[src/rtl/squash_io_pkg.sv]
// Shared definitions for the squash game I/O path: button channel indices,
// debouncer defaults and the strobe classification used by each channel.
package squash_io_pkg;

  localparam int BTN_PAUSE    = 0;
  localparam int BTN_NEW_GAME = 1;
  localparam int BTN_DOWN     = 2;
  localparam int BTN_UP       = 3;

  localparam int DEB_PRESCALE = 250000;
  localparam int DEB_STABLE   = 4;

  typedef enum logic [1:0] {
    STROBE_NONE    = 2'd0,
    STROBE_PRESS   = 2'd1,
    STROBE_RELEASE = 2'd2
  } strobe_e;

endpackage : squash_io_pkg

[src/rtl/debounce_channel.sv]
// One button channel: two-flop synchroniser followed by a sampled stability
// filter that accepts a new level after STABLE consecutive differing samples.
module debounce_channel
  import squash_io_pkg::*;
#(
  parameter int STABLE = DEB_STABLE
) (
  input  logic clk,
  input  logic rst_n,
  input  logic tick,
  input  logic raw,
  output logic level_n,
  output logic press,
  output logic rel      // release strobe; "release" is a reserved word
);

  localparam int MCW = $clog2(STABLE + 1);
  localparam logic [MCW-1:0] MC_LAST = MCW'(STABLE - 1);

  logic           sync1_r;
  logic           sync2_r;
  logic           state_r;
  logic [MCW-1:0] mc_r;
  logic           press_r;
  logic           release_r;

  logic           state_next_s;
  logic [MCW-1:0] mc_next_s;
  strobe_e        strobe_s;
  logic           press_next_s;
  logic           release_next_s;

  // Qualification: a sample matching the current state clears the count.
  always_comb begin
    state_next_s = state_r;
    mc_next_s    = mc_r;
    strobe_s     = STROBE_NONE;
    if (tick) begin
      if (sync2_r == state_r) begin
        mc_next_s = '0;
      end else if (mc_r == MC_LAST) begin
        state_next_s = sync2_r;
        mc_next_s    = '0;
        strobe_s     = sync2_r ? STROBE_PRESS : STROBE_RELEASE;
      end else begin
        mc_next_s = mc_r + MCW'(1'b1);
      end
    end else begin
      mc_next_s = mc_r;
    end
  end

  // Strobe decode.
  always_comb begin
    press_next_s   = 1'b0;
    release_next_s = 1'b0;
    case (strobe_s)
      STROBE_PRESS:   press_next_s   = 1'b1;
      STROBE_RELEASE: release_next_s = 1'b1;
      default: begin
        press_next_s   = 1'b0;
        release_next_s = 1'b0;
      end
    endcase
  end

  // Synchroniser, filter state and registered strobes.
  always_ff @(posedge clk or negedge rst_n) begin
    if (!rst_n) begin
      sync1_r   <= 1'b0;
      sync2_r   <= 1'b0;
      state_r   <= 1'b0;
      mc_r      <= '0;
      press_r   <= 1'b0;
      release_r <= 1'b0;
    end else begin
      sync1_r   <= raw;
      sync2_r   <= sync1_r;
      state_r   <= state_next_s;
      mc_r      <= mc_next_s;
      press_r   <= press_next_s;
      release_r <= release_next_s;
    end
  end

  assign level_n = ~state_r;
  assign press   = press_r;
  assign rel     = release_r;

endmodule : debounce_channel

[src/rtl/input_debouncer.sv]
// Multi-channel push-button conditioner: a shared sample prescaler drives N
// independent debounce channels producing active-low levels and strobes.
module input_debouncer
  import squash_io_pkg::*;
#(
  parameter int N        = 4,
  parameter int PRESCALE = DEB_PRESCALE,
  parameter int STABLE   = DEB_STABLE
) (
  input  logic         clk,
  input  logic         rst_n,
  input  logic [N-1:0] btn_raw,
  output logic [N-1:0] btn_level_n,
  output logic [N-1:0] btn_press,
  output logic [N-1:0] btn_release,
  output logic         sample_tick
);

  localparam int PCW = $clog2(PRESCALE);
  localparam logic [PCW-1:0] PC_LAST = PCW'(PRESCALE - 1);

  logic [PCW-1:0] pc_r;
  logic           tick_s;

  assign tick_s      = (pc_r == PC_LAST);
  assign sample_tick = tick_s;

  // Free-running prescaler; wraps on the tick so spacing is exactly PRESCALE.
  always_ff @(posedge clk or negedge rst_n) begin
    if (!rst_n) begin
      pc_r <= '0;
    end else if (tick_s) begin
      pc_r <= '0;
    end else begin
      pc_r <= pc_r + PCW'(1'b1);
    end
  end

  for (genvar i = 0; i < N; i++) begin : g_chan
    debounce_channel #(
      .STABLE (STABLE)
    ) u_chan (
      .clk     (clk),
      .rst_n   (rst_n),
      .tick    (tick_s),
      .raw     (btn_raw[i]),
      .level_n (btn_level_n[i]),
      .press   (btn_press[i]),
      .rel     (btn_release[i])
    );
  end

endmodule : input_debouncer

[config.mk]
export PLATFORM = sky130hd
export DESIGN_NAME = input_debouncer
export DESIGN_NICKNAME = d
export VERILOG_FILES = /design/src/rtl/squash_io_pkg.sv /design/src/rtl/debounce_channel.sv /design/src/rtl/input_debouncer.sv
export SDC_FILE = /design/constraint.sdc
export NUM_CORES = 1
export LEC_CHECK = 0
export ABC_CLOCK_PERIOD_IN_PS = 7050
export BUFFER_PORTS_ARGS = -buffer_cell sky130_fd_sc_hd__buf_2
export CORE_UTILIZATION = 45
export DETAILED_ROUTE_END_ITERATION = 12
export HOLD_SLACK_MARGIN = 0.15
export PLACE_DENSITY_LB_ADDON = 0.15
export RECOVER_POWER = 50
export SYNTH_ARGS = -nofsm -noshare
export SYNTH_HDL_FRONTEND = slang
export SYNTH_SLANG_ARGS = --single-unit
export TNS_END_PERCENT = 100
[constraint.sdc]
create_clock -name clk -period 7.05 [get_ports clk]
set_clock_uncertainty 0.15 [all_clocks]
set_input_delay 0.3525 -clock clk [delete_from_list [all_inputs] [get_ports clk]]
set_output_delay 0.3525 -clock clk [all_outputs]
set_load 0.02 [all_outputs]
### Word-level counts from Yosys, hierarchy flattened

Cells that the tools add are included.

| cells by class | value |
|---|---|
| add/sub/neg operators | 5 |
| mux-type cells | 33 |
| reductions and logical operators | 4 |
| equality and inequality tests | 17 |
| bitwise operators | 8 |

Operators by type and width:

| cell | count |
|---|---|
| $mux 2 | 16 |
| $mux 3 | 8 |
| $add 18x1->18 const B | 1 |
| $eq 18x18->1 const B | 1 |
| $mux 18 | 1 |
| $add 3x1->3 const B | 4 |
| $eq 3x2->1 const B | 4 |
| $reduce_and 3->1 | 4 |
| $eq 2x1->1 const B | 4 |
| $eq 2x2->1 const B | 4 |
| $mux 1 | 8 |
| $not 1->1 | 8 |
| $eq 1x1->1 | 4 |

| word-level totals | value |
|---|---|
| register bits | 50 |
| input bits | 6 |
| word-level logic and storage cells | 92 |
| output and inout bits | 13 |

### Depth between registers and ports, before layout

| logic depth | value |
|---|---|
| depth in word-level cells | 6 |
| depth in mapped cells | 9 |
| mapped depth without buffers | 6 |

### Hierarchy

A second synthesis with hierarchy kept.

| second synthesis, totals | value |
|---|---|
| cells, all modules | 180 |
| area, all modules | 2150.8 um^2 |

Modules (own cells, without submodules):

| module | area an instance (um^2) | cells each | seq. area each (um^2) | instances |
|---|---|---|---|---|
| debounce_channel | 315.3 | 25 | 200.2 | 4 |
| input_debouncer | 889.6 | 80 | 450.4 | 1 |

### Worst setup path after synthesis

No wires, ideal clock.

| timing | value |
|---|---|
| path kind | reg2out |
| start | register pc_r[9] |
| end | output sample_tick |
| arrival | 1.987 ns |
| stages on the path, launching flop included | 8 |
| path buffers | 3 |
| required time | 6.548 ns |
| setup slack | 4.561 ns |
| cells stage by stage | dfrtp_1 or4b_1 or3_1 buf_2 or2_1 buf_6 inv_2 buf_4 |

| between the ends | value |
|---|---|
| longest elaborated chain between the ends | 1 |

RTL lines:

| item | RTL line | source |
|---|---|---|
| start, declared | input_debouncer.sv:22 | `logic [PCW-1:0] pc_r;` |
| start signal, assigned | input_debouncer.sv:35 | `pc_r <= pc_r + PCW'(1'b1);` |
| $eq 18x18->1 | input_debouncer.sv:25 | `assign tick_s = (pc_r == PC_LAST);` |
| end, declared | input_debouncer.sv:16 | `output logic sample_tick` |

Every way passes these cells.

### Final worst setup path

| timing | value |
|---|---|
| start | register pc_r[8] |
| end | output sample_tick |

The elaborated chain is that of the path after synthesis.

==> results by group <==
Floorplan
  • Die ar.: 5230 µm²
  • Starting Density: 46.8%
  • Die width: 72.3 µm
  • Die Y: 72.3 µm
  • Cell row count: 25
  • Num ports: 19
  • Core Footprint: 4750 µm²

Setup path
  • Setup Crit Path Kind: flip-flop to primary output
  • Data required, critical path: 6.55 ns
  • Crit. End Element: primary output
  • Max FO, Critical Path: 18
  • Worst r2r path cells: 5
  • Reg2Reg Setup Slack: 4.08 ns
  • CP arrival: 2.86 ns
  • Worst r2r src: pc_r[8]
  • Worst Setup Start Kind: flip-flop
  • R2R Path End: g_chan[3].u_chan.mc_r[0]

Logic synthesis
  • Sequential area share after synthesis: 56.2%
  • Post-synthesis compound-gate area fraction: 3.37%
  • Seq cells post-synth: 50
  • Mapped Cells: 198
  • Distinct cells, synth: 30
  • Post-Synth XOR/XNOR Area: 7.48%
  • Synthesized area per cell: 11.2 µm²
  • Simple-gate portion of the synthesized area: 17.5%
  • Netlist Area Pre-Place: 2230 µm²
  • Adder-cell share of the synthesized area: 2.81%
  • Largest family of logic cells by synthesized area: simple AND/OR/NAND/NOR gates
  • Syn nets: 209
  • Warnings from Yosys: 0
  • Mux contribution to synthesized area: 4.27%

Timing
  • Worst rel slew slack: -71.5%
  • Final Slew Violations: 51
  • Tmin final: 3.36 ns
  • Worst Tran Pin Value: 2.57 ns
  • RSZ-0062 raised after global routing: false
  • Crit share post-route: 47.7%
  • Achievable clock frequency: 0.298 GHz
  • Final setup viols: 0
  • Setup ws final: 3.69 ns
  • Final Hold Viols: 0
  • Setup_tns: 0 ns

Hold path
  • HP Class: flip-flop to flip-flop
  • Worst hold endpoint: g_chan[3].u_chan.sync2_r
  • Hold path cells: 0
  • HP Start: g_chan[3].u_chan.sync1_r

Drt
  • Via density: 5.15
  • Met1 Wirelength: 1670 µm
  • DR top layer: met4
  • Wire length on met3: 117 µm
  • Post-route DRC: 0
  • WL per Instance: 13.5 µm
  • WL final: 3790 µm
  • Remaining antenna violation count: 0
  • 1st-iter DRT viols: 53
  • Routed via count: 1442
  • Met2 routed WL: 1950 µm
  • DRT Pass-1 Iters: 4

Clocking
  • Post-CTS Setup Bufs: 0
  • Clock sinks: 50
  • TritonCTS Buffers: 5
  • Maximum clock insertion buffer count: 2
  • CTS tree: done
  • Clk_lat worst skew: 0.30 ns
  • Clock root buffer: clkbuf_8
  • Clock transition at path regs: 0.09 ns
  • H-tree depth: 2

Status
  • Failing checks: max-capacitance violations, max-slew violations
  • Status: finished with violations

Global routing
  • Pin count of the biggest net entering global routing: 51
  • Initial antenna violation count: 0
  • First-pass GRT wire length: 6530 µm
  • Gr ovfl total: 0
  • Gr usage total: 16.4%
  • Vias in the first global route: 1509

Power and ir drop
  • Worst VDD drop: 127 µV
  • Final Power: 0.000504 W
  • Power Density: 208 nW/µm²
  • Leak Pwr: 1.10 nW

Finish
  • Layout cells sized above 1: 8.92%
  • Fin nets: 223
  • Fillcell total: 442
  • Design area: 2420 µm²
  • # diodes: 0
  • Area delta synth->final: 8.66%

Place
  • Post-DP Area: 2270 µm²
  • Pre-CTS setup slack: 4.00 ns
  • RePlAce Congestion: 0.848
  • Port bufs: 18
  • DPL Wire Length: 2580 µm

Run
  • Max_cap viols: 1
-- cell type report --
type                       count  area (µm²)  area share [%]
timing repair buffer          23         124            5.12
clock buffer                   6        72.6            3.00
clock inverter                 2        37.5            1.55
sequential                    50        1250            51.7
tap                           67        83.8            3.47
inverter                      16        60.1            2.48
multi-input combinational    116         790            32.6
-- synthesized netlist by cell type --
cell	instances	area (µm²)
dfrtp_1	50	1250
nor2_1	17	63.8
o21a_1	4	30.0
mux2i_1	5	50.1
inv_2	1	3.75
nand2_1	4	15.0
buf_6	2	22.5
nor4_1	11	68.8
and2_1	2	12.5
and3_1	1	6.26
buf_4	13	97.6
inv_1	15	56.3
mux2_2	4	45.0
xor2_1	6	52.6
o21ai_1	4	20.0
nand4_1	5	31.3
o21ai_0	4	20.0
nand3b_1	2	15.0
nor4_4	1	21.3
or2_1	1	6.26
xnor2_1	13	114
nand3_1	6	30.0
or2_2	1	6.26
or3_1	1	6.26
or4b_1	2	20.0
a21oi_1	1	5.00
nand2b_1	6	37.5
ha_1	5	62.6
nor3_1	10	50.1
buf_2	1	5.00
-- cell usage in the layout, fill, tap and decap left out, types with 2 or more instances in the layout --
cell / Yosys / routed
inv_1: 15 / 15
xnor2_1: 13 / 13
o21a_1: 4 / 4
xor2_1: 6 / 6
ha_1: 5 / 5
dlygate4sd3_1: 0 / 5
clkbuf_1: 0 / 14
or4b_1: 2 / 2
buf_2: 1 / 5
nand2_1: 4 / 4
nor3_1: 10 / 10
clkbuf_8: 0 / 5
mux2i_1: 5 / 5
o21ai_1: 4 / 4
nor2_1: 17 / 17
dfrtp_1: 50 / 50
nor4_1: 11 / 11
mux2_2: 4 / 4
o21ai_0: 4 / 4
nand4_1: 5 / 5
nand2b_1: 6 / 6
nand3_1: 6 / 6
nand3b_1: 2 / 2
-- per-stage QoR --
stage	instances	utilization, %	hold WS (ns)
final	280	50.9	0.196
after global routing	280	50.9	0.207
after CTS	280	51.2	0.203
after detailed placement	267	47.8	0.185
after global placement	267	47.8	0.184
after floorplan	198	-	-0.0931
-- cells by family (layout without fill, tap and decap cells) --
group / after synthesis / after routing
AO/OA/AOI/OAI: 13 / 13
XOR/XNOR: 19 / 19
adder cells (fa/ha/maj): 5 / 5
buffers and inverters: 32 / 47
flip-flops: 50 / 50
multiplexers: 9 / 9
AND/OR/NAND/NOR: 70 / 70
-- worst max path at each step --
stage	start	to	slack (ns)	depth (start not counted)
2_1_floorplan	pc_r[9]	sample_tick	4.56	7
3_3_place_gp	pc_r[9]	sample_tick	4.06	5
3_5_place_dp	pc_r[8]	sample_tick	4.00	5
4_1_cts	pc_r[8]	sample_tick	3.66	5
5_1_grt	rst_n	g_chan[0].u_chan.sync2_r	3.45	2
6_report	pc_r[8]	sample_tick	3.69	5
-- flip-flops by register name, summed over array words and instances, names as in the netlist --
register,count
pc_r,18
g_chan.u_chan.mc_r,12
g_chan.u_chan.press,4
g_chan.u_chan.rel,4
g_chan.u_chan.state_r,4
g_chan.u_chan.sync1_r,4
g_chan.u_chan.sync2_r,4
-- per-layer routing --
metal / GRT usage, % / up-vias
li1: - / 681
met3: 4.17 / 6
met2: 28.0 / 24
met5: 0 / -
met1: 19.1 / 731
met4: 7.84 / 0
-- critical path, cell delays in order, from the launching register on --
cell and delay (ns):
dfrtp_1 0.43, or4b_1 0.53, or3_1 0.50, or2_1 0.53, inv_2 0.35, buf_2 0.23
-- power by group --
part	leakage [nW]	switching [W]	internal, W
sequential	0.666	0.00000154	0.000289
clock	0.0514	0.0000953	0.000106
combinational	0.382	0.00000774	0.00000442
-- timing repair --
item                      4_1_cts  5_1_grt
hold buffers                    5        0
resized for setup               0        0
hold endpoints to repair       54        0
Power figures use the tool's default switching activity.
